**src/rtl/bus_uart_pkg.sv**
```systemverilog
// Shared types and constants for the bus-word UART transmitter.
// The serializer uses the state enum; the top uses the frame constants.
package bus_uart_pkg;

   typedef enum logic [1:0] {ST_IDLE, ST_START, ST_DATA, ST_STOP} state_e;

   localparam int         FRAME_BYTES       = 5;
   localparam logic [7:0] DEFAULT_SYNC_BYTE = 8'hA5;

   // Payload byte for frame positions 1..4, most significant byte of the word first.
   function automatic logic [7:0] frame_byte(input logic [31:0] word, input logic [2:0] idx);
      logic [7:0] b;
      case (idx)
         3'd1:    b = word[31:24];
         3'd2:    b = word[23:16];
         3'd3:    b = word[15:8];
         3'd4:    b = word[7:0];
         default: b = 8'h00;
      endcase
      return b;
   endfunction

endpackage

```
**src/rtl/uart_tx_byte.sv**
```systemverilog
// 8N1 byte serializer. A start accepted in the last stop-bit cycle chains the
// next byte with no idle gap; done_o marks that last stop-bit cycle.
module uart_tx_byte
   import bus_uart_pkg::*;
#(
   parameter int CLKS_PER_BIT = 434
) (
   input  logic       clk,
   input  logic       rst_n,
   input  logic       start_i,
   input  logic [7:0] data_i,
   output logic       tx_o,
   output logic       done_o
);

   localparam logic [15:0] LAST_CNT = 16'(CLKS_PER_BIT - 1);

   state_e      state_q, state_d;
   logic [15:0] cnt_q, cnt_d;
   logic [2:0]  bit_q, bit_d;
   logic [7:0]  shift_q, shift_d;
   logic        tx_q, tx_d;
   logic        bit_end;
   logic        accept;

   assign bit_end = (cnt_q == LAST_CNT);
   assign accept  = start_i && ((state_q == ST_IDLE) || (state_q == ST_STOP && bit_end));

   always_ff @(posedge clk or negedge rst_n) begin
      if (!rst_n) begin
         state_q <= ST_IDLE;
         cnt_q   <= '0;
         bit_q   <= '0;
         shift_q <= '0;
         tx_q    <= 1'b1;
      end else begin
         state_q <= state_d;
         cnt_q   <= cnt_d;
         bit_q   <= bit_d;
         shift_q <= shift_d;
         tx_q    <= tx_d;
      end
   end

   always_comb begin
      state_d = state_q;
      case (state_q)
         ST_IDLE:  if (start_i) state_d = ST_START;
         ST_START: if (bit_end) state_d = ST_DATA;
         ST_DATA:  if (bit_end && bit_q == 3'd7) state_d = ST_STOP;
         ST_STOP:  if (bit_end) state_d = start_i ? ST_START : ST_IDLE;
         default:  state_d = ST_IDLE;
      endcase
   end

   always_comb begin
      cnt_d   = (state_q == ST_IDLE || bit_end) ? 16'd0 : cnt_q + 16'd1;
      bit_d   = bit_q;
      shift_d = shift_q;
      if (state_q == ST_DATA && bit_end) begin
         bit_d   = bit_q + 3'd1;
         shift_d = shift_q >> 1;
      end
      if (accept) begin
         bit_d   = 3'd0;
         shift_d = data_i;
      end
      // Line level is a function of where we will be next, so it stays registered.
      case (state_d)
         ST_START: tx_d = 1'b0;
         ST_DATA:  tx_d = shift_d[0];
         default:  tx_d = 1'b1;
      endcase
   end

   assign tx_o   = tx_q;
   assign done_o = (state_q == ST_STOP) && bit_end;

endmodule

```
**src/rtl/bus_uart_tx.sv**
```systemverilog
// Ships the CPU bus word as a 5-byte UART frame (sync + 4 bytes MSB first)
// whenever it changes or a send is forced; one-deep latest-value buffering.
module bus_uart_tx
   import bus_uart_pkg::*;
#(
   parameter int         CLKS_PER_BIT = 434,
   parameter logic [7:0] SYNC_BYTE    = DEFAULT_SYNC_BYTE
) (
   input  logic        clk,
   input  logic        reset,
   input  logic [31:0] bus_in,
   input  logic        send,
   output logic        tx,
   output logic        busy,
   output logic [7:0]  lost
);

   logic [31:0] bus_q, bus_prev_q, last_sent_q, last_sent_d, shadow_q, shadow_d;
   logic        send_q, pending_q, pending_d, busy_q, busy_d;
   logic [7:0]  lost_q, lost_d;
   logic [2:0]  idx_q, idx_d;

   logic        chg, evt, last_byte, byte_done, frame_start, next_byte, ser_start;
   logic [7:0]  ser_data;

   assign chg         = (bus_q != last_sent_q) || send_q;
   assign evt         = busy_q && ((bus_q != bus_prev_q) || send_q);
   assign last_byte   = (idx_q == 3'(FRAME_BYTES - 1));
   assign frame_start = chg && (!busy_q || (byte_done && last_byte));
   assign next_byte   = byte_done && !last_byte;
   assign ser_start   = frame_start || next_byte;
   assign ser_data    = frame_start ? SYNC_BYTE : frame_byte(shadow_q, 3'(idx_q + 3'd1));

   always_ff @(posedge clk or negedge reset) begin
      if (!reset) begin
         bus_q       <= '0;
         bus_prev_q  <= '0;
         send_q      <= 1'b0;
         last_sent_q <= '0;
         shadow_q    <= '0;
         pending_q   <= 1'b0;
         lost_q      <= '0;
         idx_q       <= '0;
         busy_q      <= 1'b0;
      end else begin
         bus_q       <= bus_in;
         bus_prev_q  <= bus_q;
         send_q      <= send;
         last_sent_q <= last_sent_d;
         shadow_q    <= shadow_d;
         pending_q   <= pending_d;
         lost_q      <= lost_d;
         idx_q       <= idx_d;
         busy_q      <= busy_d;
      end
   end

   always_comb begin
      last_sent_d = last_sent_q;
      shadow_d    = shadow_q;
      pending_d   = pending_q;
      lost_d      = lost_q;
      idx_d       = idx_q;
      busy_d      = busy_q;
      if (evt) begin
         pending_d = 1'b1;
         if (pending_q && lost_q != 8'hFF) lost_d = lost_q + 8'd1;
      end
      if (next_byte) idx_d = idx_q + 3'd1;
      if (byte_done && last_byte) busy_d = 1'b0;
      // A new frame takes priority: the value it loads is the one that was pending.
      if (frame_start) begin
         shadow_d    = bus_q;
         last_sent_d = bus_q;
         pending_d   = 1'b0;
         idx_d       = 3'd0;
         busy_d      = 1'b1;
      end
   end

   uart_tx_byte #(
      .CLKS_PER_BIT(CLKS_PER_BIT)
   ) u_ser (
      .clk    (clk),
      .rst_n  (reset),
      .start_i(ser_start),
      .data_i (ser_data),
      .tx_o   (tx),
      .done_o (byte_done)
   );

   assign busy = busy_q;
   assign lost = lost_q;

endmodule

```
**config.mk**
```make
export PLATFORM = sky130hd
export DESIGN_NAME = bus_uart_tx
export DESIGN_NICKNAME = d
export VERILOG_FILES = /design/src/rtl/bus_uart_pkg.sv /design/src/rtl/uart_tx_byte.sv /design/src/rtl/bus_uart_tx.sv
export SDC_FILE = /design/constraint.sdc
export NUM_CORES = 1
export LEC_CHECK = 0
export CAP_MARGIN = 5
export CELL_PAD_IN_SITES_DETAIL_PLACEMENT = 0
export CELL_PAD_IN_SITES_GLOBAL_PLACEMENT = 1
export CORE_ASPECT_RATIO = 1.2
export CORE_UTILIZATION = 40
export DETAILED_ROUTE_END_ITERATION = 16
export GPL_TIMING_DRIVEN = 1
export HOLD_SLACK_MARGIN = 0.06
export PLACE_DENSITY_LB_ADDON = 0.1
export RECOVER_POWER = 25
export SYNTH_ARGS = -nofsm -noshare
export SYNTH_HDL_FRONTEND = slang
export SYNTH_SLANG_ARGS = --single-unit
```
**constraint.sdc**
```tcl
create_clock -name clk -period 5.63 [get_ports clk]
set_input_delay 0.563 -clock clk [delete_from_list [all_inputs] [get_ports clk]]
set_output_delay 0.563 -clock clk [all_outputs]
set_load 0.03 [all_outputs]
```
==> results of run 1 <==
[worst max-delay path: stages (launching register included)]
cell	delay [ps]
dfrtp_1	430
xor2_1	190
nor4_2	370
nand4_2	190
o31ai_4	490
buf_4	570
mux2_1	390
[routing by layer]
layer / vias up / wire [um] / part of all wire [%]
met1: 1825 / 5750 / 46
met3: 17 / 470 / 3.7
li1: 1739 / - / -
met2: 69 / 6110 / 48
met4: 0 / 294 / 2.3
met5: - / 0 / 0
[path summary, 6_finish.rpt]
kind	end	slack [ps]	cells after the start
setup reg to reg	shadow_q[31]	2860	6
min in group clk	bus_prev_q[31]	450	0
setup / recovery	shadow_q[31]	2860	6
hold reg to reg	bus_prev_q[31]	450	0
max in group asynchronous	u_ser.bit_q[2]	4180	2
hold / removal	lost[0]	170	1
[cell families after synthesis]
family | after synthesis | synth area share, %
compound gates | 48 | 5.95
xor+xnor | 87 | 12.4
fa+ha+maj | 10 | 2.04
buf+inv | 20 | 2.04
flops | 140 | 57.3
mux | 41 | 9.14
simple gates | 121 | 11.1
[area by class of cell]
class | instances | area (um^2)
Fill cell | 1384 | 7650
Sequential cell | 140 | 3500
Multi-Input combinational cell | 307 | 2490
Timing Repair Buffer | 48 | 472
Clock buffer | 18 | 429
Tap cell | 204 | 255
Clock inverter | 14 | 135
Inverter | 5 | 18.8
[power breakdown]
| part | switching, W | internal (W) |
|---|---|---|
| Clock | 0.000446 | 0.000616 |
| Combinational | 0.0000508 | 0.0000613 |
| Sequential | 0.0000387 | 0.00104 |
| Total | 0.000536 | 0.00172 |
[flip-flops by register name, indices dropped and copies added (netlist names)]
name,cells
u_ser.cnt_q,16
u_ser.state_q,2
pending_q,1
u_ser.bit_q,3
busy,1
lost,8
bus_q,32
u_ser.shift_q,8
idx_q,3
bus_prev_q,32
shadow_q,32
u_ser.tx_o,1
send_q,1
[stage by stage]
stage               area, um^2  std cells
finish                    7310        736
global route              7310        736
CTS                       7310        736
detailed placement        6740        704
global placement          6740        704
floorplan                 6120        467
[placed cells by master (no fill, tap or decap), types with 6 or more instances in the layout]
cell / n
mux2i_1: 6
a222oi_1: 8
a21oi_1: 14
dlygate4sd3_1: 33
mux2_4: 28
ha_1: 10
a31oi_1: 6
nor2_1: 31
nand3_1: 15
clkbuf_16: 17
clkdlybuf4s50_1: 10
nor3_1: 7
xnor2_1: 47
dfrtp_1: 139
xor2_1: 40
nand4_1: 14
nand2_1: 22
==> reports/qor.yml, run 1 <==
status: "finished, final reports clean"
period_share_pct: 49.3
synthDistinctLibCells: 49
timing.rr.start: "bus_q[14]"
die_area_um2: 15800
grt_pass1_vias: 3827
synth_most_common_cell: "dfrtp_1"
end_kind: "register"
synth_top_area_share_pct: 56.8
ys_top_cells_by_count: "139 x dfrtp_1, 47 x xnor2_1, 40 x xor2_1"
cp-startpoint: "bus_q[14]"
grt_usage_pct: 18.1
cts.sinks: 140
ios: 45
wire_per_inst_um: 17.2
worstMarginPinSlew_ps: 1180
layout_setup_ws_ps: 2860
power_leakage_nw: 3.20
cts_max_level: 4
grt_antenna_before_repair: 0
cp.required_ps: 5920
syn-cell-area_um2: 6120
final_util_pct: 48.8
synth_warnings: 0
max_freq_mhz: 360
power_density_nw_per_um2: 309
grt_overflow: 0
drcViolationCount: 0
finalMaxSlewViolations: 0
row_count: 49
ys_seq_elements: 140
criticalPathCategory: "reg2reg"
area_growth_pct: 19.4
syn_area_per_cell_um2: 13.1
grt_pass1_wl_um: 20900
initial_core_util_pct: 40.9
fp.dieW_um: 115
slew_headroom_pct: 20.8
worstPathMaxFanout: 28
final_antenna_net_count: 0
drtIter0Drc: 150
core_um2: 15000
hp-class: "in2async"
clk_latency_ps: 420
maxCapViolations: 0
synth_area_leader_cell: "dfrtp_1"
p_total_w: 0.00225
critPathArrivalTime_ps: 3070
numCtsBuffers: 17
synthTopCellsByArea: "dfrtp_1 57%, mux2_4 6.9%, xnor2_1 6.7%"
gr-usage-met3_pct: 4.40
ir_worst_vdd_uv: 192
use_met1_pct: 23.8
top_usage_layer: "met2"
grt_max_degree: 82
clk_path_buf_depth: 2
finalClockSkew_ps: 6.24
cts-root-buf: "clkbuf_16"
post_cts_buffers: 0
cts_tree: "done"
hold_slack_ps: 171
gp_congestion: 0.719
antennaDiodeCount: 0
syn_nets: 512
port_buffers: 44
hold_buffers: 0
finalHoldViolations: 0
dr.pass1.iters: 5
drive_above_1_share_pct: 15.6
setup-tns-final_ps: 0
synth_edf_count: 0
clk_pin_slew_worst_paths_ps: 60
rsz0062_at_grt: "false"
fp.dieH_um: 138
layout.nets: 564
synthArstFlopShare_pct: 100
detail_route.vias_per_cell: 4.96
hpwl_um: 9010
setup_violations: 0
ys_seq_area_share_pct: 57.3
syn_inst: 467
ctsResizeCount: 0
wirelength_um: 12600
startpoint_type: "register"
dp_slack_ps: 2850
use_met2_pct: 28.6
synth_ff_type: "dfrtp_1"
min_period_ps: 2770
routed-via-count: 3650
Power figures use the tool's default switching activity.
==> run 2, diff against run 1 <==
==> constraint.sdc (replaced) <==
create_clock -name clk -period 2.7 [get_ports clk]
set_input_delay 0.27 -clock clk [delete_from_list [all_inputs] [get_ports clk]]
set_output_delay 0.27 -clock clk [all_outputs]
set_load 0.03 [all_outputs]
==> run 2 against run 1 <==
The run now ends with max-capacitance violations, max-slew violations left. Cell area rose by 2.0%. Power up 120%. Non-clock buffer count grew 8. Core utilization rose by 0.99 points. Routed wire length is 1.5% lower. Clock skew rose by 2.0 ps. Global-route usage decreased by 0.25 points. Largest cell class unchanged.
==> reports/qor.yml, run 2 (synthesized netlist as in run 1, its figures left out) <==
timing.rr.start: "bus_q[24]"
critPathArrivalTime_ps: 2680
fp.dieW_um: 115
numCtsBuffers: 17
startpoint_type: "register"
slew_headroom_pct: -24.7
period_share_pct: 88.3
cts-root-buf: "clkbuf_16"
finalClockSkew_ps: 8.21
wirelength_um: 12400
failed_checks: "max-capacitance violations, max-slew violations"
detail_route.vias_per_cell: 4.94
post_cts_buffers: 0
top_usage_layer: "met2"
clk_path_buf_depth: 2
initial_core_util_pct: 40.9
reg2reg_to: "shadow_q[1]"
final_antenna_net_count: 0
reg_top3: "bus_prev_q: 32 flops, bus_q: 32 flops, shadow_q: 32 flops"
grt_overflow: 0
status: "complete, but fails checks"
finalHoldViolations: 0
final_common_cell: "dfrtp_1"
reg2reg_slack_ps: 310
drive_above_1_share_pct: 16.9
drcViolationCount: 0
cts.sinks: 140
cp-startpoint: "bus_q[24]"
min_period_ps: 2390
gp_congestion: 0.766
grt_antenna_before_repair: 0
clk_pin_slew_worst_paths_ps: 60
die_area_um2: 15800
dpl-instance-area_um2: 6830
layout.nets: 572
cts_max_level: 4
hp-class: "in2reg"
use_met2_pct: 29.1
ir_worst_vdd_uv: 363
cp.required_ps: 3000
p_total_w: 0.00489
wire_per_inst_um: 16.7
row_count: 49
design_area_um2: 7450
r2r_cells: 6
clk_latency_ps: 420
maxCapViolations: 1
final_cell_mix: "139 x dfrtp_1, 47 x xnor2_1, 40 x xor2_1"
criticalPathCategory: "reg2reg"
power_leakage_nw: 3.26
core_um2: 15000
whs_path_depth: 1
ios: 45
fp.dieH_um: 138
min_to: "bus_q[8]"
port_buffers: 44
setup-tns-final_ps: 0
grt_usage_pct: 17.8
grt_max_degree: 73
antennaDiodeCount: 0
use_met1_pct: 22.2
worstPathMaxFanout: 10
fillers: 1364
final_util_pct: 49.8
drtIter0Drc: 191
hp-start: "bus_in[8]"
grt_pass1_vias: 3921
area_growth_pct: 21.8
end_kind: "register"
power_density_nw_per_um2: 656
cts_tree: "done"
rsz0062_at_grt: "false"
gr-usage-met3_pct: 4.18
hpwl_um: 8830
worstMarginPinSlew_ps: 1870
dr.pass1.iters: 7
routed-via-count: 3674
grt_pass1_wl_um: 20700
setup_violations: 0
max_freq_mhz: 419
finalMaxSlewViolations: 71
run 2: critical path, stage by stage (launching register included):
cell     delay, ps
dfrtp_1        440
xor2_1         190
nor4_2         450
nand4_2        220
o31ai_4        320
buf_4          300
mux2_1         340
run 2: repair_timing:
action,4_1_cts,5_1_grt
hold buffers,1,0
endpoints found under the setup margin,0,11
endpoints found under the hold margin,69,0
resized for setup,0,1
run 2: power by group:
group	total [W]	switching [W]	internal (W)
Combinational	0.000240	0.000106	0.000133
Sequential	0.00225	0.0000783	0.00217
Clock	0.00240	0.000897	0.00150
run 2: through the flow:
step	worst slack, ps	instances	hold WS, ps
2_1_floorplan	592	467	-25.6
3_3_place_gp	123	711	340
3_5_place_dp	92.1	711	339
4_1_cts	40.0	744	270
5_1_grt	184	744	384
6_report	315	744	401
run 2: area by class of cell:
type	count	area [um^2]	share of cell area (%)
tap	204	255	3.42
multi-input combinational	307	2490	33.5
sequential	140	3500	47.0
clock inverter	13	165	2.22
inverter	5	18.8	0.252
timing repair buffer	56	562	7.54
clock buffer	19	453	6.08
run 2: metal layers:
metal,part of all wire [%],wire [um],vias up
li1,-,-,1752
met2,49,6140,74
met4,2.4,303,0
met3,3.6,444,22
met5,0,0,-
met1,45,5540,1826
run 2: how the worst max path moves through the flow:
stage	endpoint	slack (ps)	cells after the start
floorplan	shadow_q[10]	590	6
global placement	u_ser.shift_q[0]	120	6
detailed placement	u_ser.shift_q[7]	90	8
CTS	u_ser.shift_q[7]	40	8
global route	shadow_q[1]	180	6
finish	shadow_q[1]	310	6
